File: src/rtl/usb_serial_pkg.sv
// usb_serial_pkg: shared USB-serial constants and tx arbiter state encoding
package usb_serial_pkg;
    localparam int USB_MAX_PACKET_SIZE = 32;
    typedef enum logic {
        ARB_IDLE  = 1'b0,
        ARB_GRANT = 1'b1
    } arb_state_e;
endpackage

File: src/rtl/usb_serial_tx_arbiter_rr_pick.sv
// rr_pick: combinational round-robin encoder, first mask bit strictly after ptr wins
module rr_pick #(
    parameter int N  = 4,
    parameter int PW = $clog2(N)
) (
    input  logic [N-1:0]  mask,
    input  logic [PW-1:0] ptr,
    output logic [N-1:0]  winner,
    output logic [PW-1:0] winner_idx,
    output logic          found
);
    logic [PW-1:0] j;
    always_comb begin
        winner     = '0;
        winner_idx = '0;
        found      = 1'b0;
        j          = '0;
        for (int k = 1; k <= N; k++) begin
            j = PW'((int'(ptr) + k) % N);
            if (!found && mask[j]) begin
                winner[j]  = 1'b1;
                winner_idx = j;
                found      = 1'b1;
            end
        end
    end
endmodule

File: src/rtl/usb_serial_tx_arbiter.sv
// usb_serial_tx_arbiter: packet-atomic round-robin sharing of the usb_serial_core tx byte pipe
module usb_serial_tx_arbiter
    import usb_serial_pkg::*;
#(
    parameter int NREQ      = 4,
    parameter int BURST_MAX = USB_MAX_PACKET_SIZE,
    parameter int IDLE_TMO  = 64
) (
    input  logic              wb_clk_i,
    input  logic              wb_reset_i,
    input  logic [8*NREQ-1:0] req_data,
    input  logic [NREQ-1:0]   req_valid,
    input  logic [NREQ-1:0]   req_last,
    output logic [NREQ-1:0]   req_ready,
    input  logic [NREQ-1:0]   req_enable,
    output logic [7:0]        uart_in_data,
    output logic              uart_in_valid,
    input  logic              uart_in_ready,
    output logic [NREQ-1:0]   grant,
    output logic              busy
);
    localparam int PW = $clog2(NREQ);
    localparam int BW = $clog2(BURST_MAX + 1);
    localparam int IW = $clog2(IDLE_TMO + 1);
    arb_state_e      state_q, state_d;
    logic [NREQ-1:0] grant_q, grant_d, pick;
    logic [PW-1:0]   rr_q, rr_d, pick_idx;
    logic [BW-1:0]   burst_q, burst_d;
    logic [IW-1:0]   idle_q, idle_d;
    logic [7:0]      data_q, data_d, sel_data;
    logic            valid_q, valid_d, sel_valid, sel_last, pick_found, can_load, xfer;
    rr_pick #(.N(NREQ), .PW(PW)) u_rr_pick (
        .mask       (req_valid & req_enable),
        .ptr        (rr_q),
        .winner     (pick),
        .winner_idx (pick_idx),
        .found      (pick_found)
    );
    always_comb begin
        sel_data  = '0;
        sel_valid = |(grant_q & req_valid);
        sel_last  = |(grant_q & req_last);
        for (int i = 0; i < NREQ; i++)
            sel_data = sel_data | (grant_q[i] ? req_data[8*i +: 8] : 8'h00);
    end
    assign can_load  = !valid_q || uart_in_ready;
    assign req_ready = (state_q == ARB_GRANT && can_load) ? (grant_q & req_valid) : '0;
    assign xfer      = |req_ready;
    // the output register drains on its own; release never touches a pending byte
    always_comb begin
        state_d = state_q;
        grant_d = grant_q;
        rr_d    = rr_q;
        burst_d = burst_q;
        idle_d  = idle_q;
        data_d  = xfer ? sel_data : data_q;
        valid_d = xfer || (valid_q && !uart_in_ready);
        if (state_q == ARB_IDLE) begin
            if (pick_found) begin
                state_d = ARB_GRANT;
                grant_d = pick;
                rr_d    = pick_idx;
                burst_d = '0;
                idle_d  = '0;
            end
        end else begin
            if (xfer) begin
                burst_d = burst_q + 1'b1;
                idle_d  = '0;
            end else if (!sel_valid && idle_q != IW'(IDLE_TMO)) begin
                idle_d = idle_q + 1'b1;
            end
            if ((xfer && (sel_last || burst_d == BW'(BURST_MAX))) || idle_d == IW'(IDLE_TMO)) begin
                state_d = ARB_IDLE;
                grant_d = '0;
            end
        end
    end
    always_ff @(posedge wb_clk_i) begin
        if (wb_reset_i) begin
            state_q <= ARB_IDLE;
            grant_q <= '0;
            rr_q    <= PW'(NREQ - 1);
            burst_q <= '0;
            idle_q  <= '0;
            data_q  <= '0;
            valid_q <= 1'b0;
        end else begin
            state_q <= state_d;
            grant_q <= grant_d;
            rr_q    <= rr_d;
            burst_q <= burst_d;
            idle_q  <= idle_d;
            data_q  <= data_d;
            valid_q <= valid_d;
        end
    end
    assign uart_in_data  = data_q;
    assign uart_in_valid = valid_q;
    assign grant         = grant_q;
    assign busy          = (state_q == ARB_GRANT);
endmodule

File: config.mk
export PLATFORM = sky130hd
export DESIGN_NAME = usb_serial_tx_arbiter
export DESIGN_NICKNAME = d
export VERILOG_FILES = /design/src/rtl/usb_serial_pkg.sv /design/src/rtl/usb_serial_tx_arbiter_rr_pick.sv /design/src/rtl/usb_serial_tx_arbiter.sv
export SDC_FILE = /design/constraint.sdc
export NUM_CORES = 1
export LEC_CHECK = 0
export BUFFER_PORTS_ARGS = -buffer_cell sky130_fd_sc_hd__buf_2
export CAP_MARGIN = 20
export CORE_MARGIN = 2
export CORE_UTILIZATION = 40
export CTS_CLUSTER_SIZE = 24
export DETAILED_ROUTE_END_ITERATION = 6
export GPL_TIMING_DRIVEN = 0
export HOLD_SLACK_MARGIN = 0.1
export PLACE_DENSITY = 0.67
export SLEW_MARGIN = 25
export SYNTH_ARGS = -nofsm -noshare
export SYNTH_HDL_FRONTEND = slang
export SYNTH_SLANG_ARGS = --single-unit
File: constraint.sdc
create_clock -name wb_clk_i -period 2.45 [get_ports wb_clk_i]
set_input_delay 0.735 -clock wb_clk_i [delete_from_list [all_inputs] [get_ports wb_clk_i]]
set_output_delay 0.735 -clock wb_clk_i [all_outputs]
set_load 0.03 [all_outputs]
==> run metrics <==
status finished, final reports clean; Slew Viols, Final 0; Non-Filler Instances around 420; CORE AREA 5440 um2; drc violations 0; FF/Latch Area 586 um2; multi-input logic area 1570 um2; clock sink count 29; worst slack, placed -0.269 ns; total power 2050 uW; Final Cycle Share 98.8%; ant diodes 0; WP buf/inv 2; cell count after synthesis 275; Vias 2491; total CTS buffers 5; CTS tree done; Core Rows 27; vias per cell slightly below 6; Worst EP arrival between 1.5 and 2 ns; Comb pwr share between 50% and 60%; DRT antenna net count 0; global-route wire length before repair about 11 mm; CP endpoint kind output port; internal power 1170 uW; critical path data required time 1.71 ns; crit-path leading delay family simple AND/OR/NAND/NOR gates; Post-synth top flop dfxtp_1; Starting Density 40.8%; Final Skew 0.00543 ns; Port-buffer cells 64; Fillers 549; max frequency between 400 and 500 MHz; RSZ-0062 raised after global routing no; 1st-iter DRT viols ~180; IO Count 65; remaining global-route overflow 0; Reg clk slew, reported paths 0.07 ns; pwr dens roughly 730 nW/um2; largest net degree at the start of global routing 11; layout overhead on the synthesized area 27.0%; Adder-Cell Fraction of Synth Area under 10%; GRT Util Overall a little over a fifth; Netlist cell types 49; number of global-route vias before repair ~2200; placer congestion estimate about 0.87; min Tclk post-route 2.42 ns; Hold WC Path Type register to register; final wirelength between 6 and 7 mm; Die H roughly 78 um; worst path cell trace buf_2 -> nand2b_1 -> and2_1 -> and3_1 -> buf_2; register area share after synthesis roughly a quarter; Cells after DPL 411; cts hold-fix bufs 0; Final TNS setup 0 ns; simple-gate share of the synthesized area roughly a fifth; Synth Warn # 0; critical path class primary input to output port; H-tree Lvls 2; Clock Tree Buf Depth 2; switching share of total power 42.9%; post-synthesis mux area share 5.30%; register bit total from synthesis 29; maximum net fanout on the critical path 6; Final nets 408; Setup violations, final 0; Compound-Gate Fraction of Synth Area 34.4%; cell repeated most along the worst path buf_2; Final Hold Viols 0; Leakage 0.00114 uW; Max rail drop VDD 0.000543 V; Mapped Nets roughly 330; Synth Cell Area about 2200 um2; die area just over 6000 um2; share of layout cells above drive strength 1 ~27%; syn_area_per_cell 8.06 um2; number of synthesized flops with an enable pin 0; measured slew at the worst slew-check pin ~0.62 ns; CTS root buf clkbuf_8; largest family of logic cells by synthesized area compound AO/OA/AOI/OAI gates; Worst path slowest cell and2_1; Reg power frac 29.4%; MaxCap Viol Count 0; total net switching power between 800 and 900 uW; final worst slack about 0.029 ns; initial antenna violation count 0; worst hold margin between 0.4 and 0.5 ns; Synth Area in XOR/XNOR under 10%; Routed WL per cell 16.2 um; Die X between 70 and 80 um; post-synthesis async set-or-reset flop share 0%; CP startpoint kind primary input; Post-DP HPWL approximately 5 mm; Clock Power Share a little under 20%; relative slew slack about three fifths; insertion delay of the later-clocked pin in the worst-skew pair ~0.29 ns; CP peak stage delay 0.26 ns; TritonRoute pass-1 iters 6
==> per-stage QoR <==
stage / area, um2 / util (%)
final: 2820 / 51.8
after global routing: 2820 / 51.8
after CTS: 2760 / 50.7
after detailed placement: 2640 / 48.5
after global placement: 2640 / 48.5
after floorplan: 2230 / -
==> cell families after synthesis <==
logic type,after synthesis
AO/OA/AOI/OAI,102
XOR/XNOR,5
buffers and inverters,28
multiplexers,8
flip-flops,29
adder cells (fa/ha/maj),11
AND/OR/NAND/NOR,92
==> power groups by stage <==
stage                     registers, uW  logic (uW)  clock network (uW)
after floorplan                     663         607                   0
after global placement              604         913                   0
after detailed placement            605         922                   0
after CTS                           595         970                 404
after global routing                611        1140                 433
final                               601        1040                 403
==> routing by layer <==
metal	wire [um]	vias up	GRT usage, %	share of wire, %
li1	-	1218	-	-
met1	2990	1156	27.7	44
met2	3240	104	37.2	47
met3	465	13	3.91	6.8
met4	145	0	8.42	2.1
met5	0	-	0	0
==> final timing paths <==
kind	from	end	slack, ns	cells after the start
worst max-delay path	uart_in_ready	req_ready[2]	0.03	5
worst max register to register	rr_q[1]	grant[3]	0.09	9
worst min register to register	uart_in_data[7]	uart_in_data[7]	0.50	2
worst min-delay path	uart_in_data[7]	uart_in_data[7]	0.50	2
==> synthesized netlist by cell type, types with 4 or more instances <==
| cell type | count | area (um2) |
|---|---|---|
| dfxtp_1 | 29 | 581 |
| nor2_1 | 28 | 105 |
| a22oi_1 | 24 | 180 |
| nand2_1 | 20 | 75.1 |
| clkbuf_1 | 16 | 60.1 |
| a311oi_1 | 14 | 123 |
| a21oi_1 | 11 | 55.1 |
| and3_1 | 11 | 68.8 |
| ha_1 | 11 | 138 |
| inv_1 | 10 | 37.5 |
| o21ai_0 | 9 | 45.0 |
| and2_1 | 7 | 43.8 |
| nand3_1 | 7 | 35.0 |
| o211ai_1 | 7 | 52.6 |
| a211o_1 | 6 | 52.6 |
| mux2i_1 | 5 | 50.1 |
| nand2b_1 | 5 | 31.3 |
| a21boi_0 | 4 | 30.0 |
| a221o_1 | 4 | 40.0 |
| a31oi_1 | 4 | 25.0 |
==> final cells by class <==
class	count	share of cell area, %
multi-input combinational	218	55.7
sequential	29	20.8
timing repair buffer	68	12.4
buffer	18	3.33
tap	72	3.20
clock buffer	5	2.44
inverter	10	1.47
clock inverter	3	0.622
==> worst min-delay path, cell delays in order (launching register included) <==
cell	delay, ns
dfxtp_1	0.31
nor2_1	0.09
a311oi_1	0.05
==> state kept, by name, indices dropped and copies added (netlist names) <==
register and cells:
burst_q 6, idle_q 7, rr_q 2, uart_in_data 8
grant 4, busy 1, uart_in_valid 1
==> what timing repair did <==
action,4_1_cts,5_1_grt
setup buffers,2,2
setup endpoints to repair,8,9
resized for setup,10,14
pin swaps,0,2
hold endpoints to repair,0,0
==> cells in the final DEF (no fill, tap or decap), types with 7 or more instances in the layout <==
| cell type | instances |
|---|---|
| nor2_1 | 28 |
| a22oi_1 | 24 |
| and2_1 | 7 |
| buf_2 | 64 |
| clkbuf_1 | 12 |
| nand3_1 | 7 |
| and3_1 | 10 |
| inv_1 | 8 |
| ha_1 | 10 |
| a21oi_1 | 11 |
| dfxtp_1 | 27 |
| a311oi_1 | 14 |
| nand2_1 | 20 |
| o211ai_1 | 7 |
No activity file was read; power rests on OpenSTA's default activity.
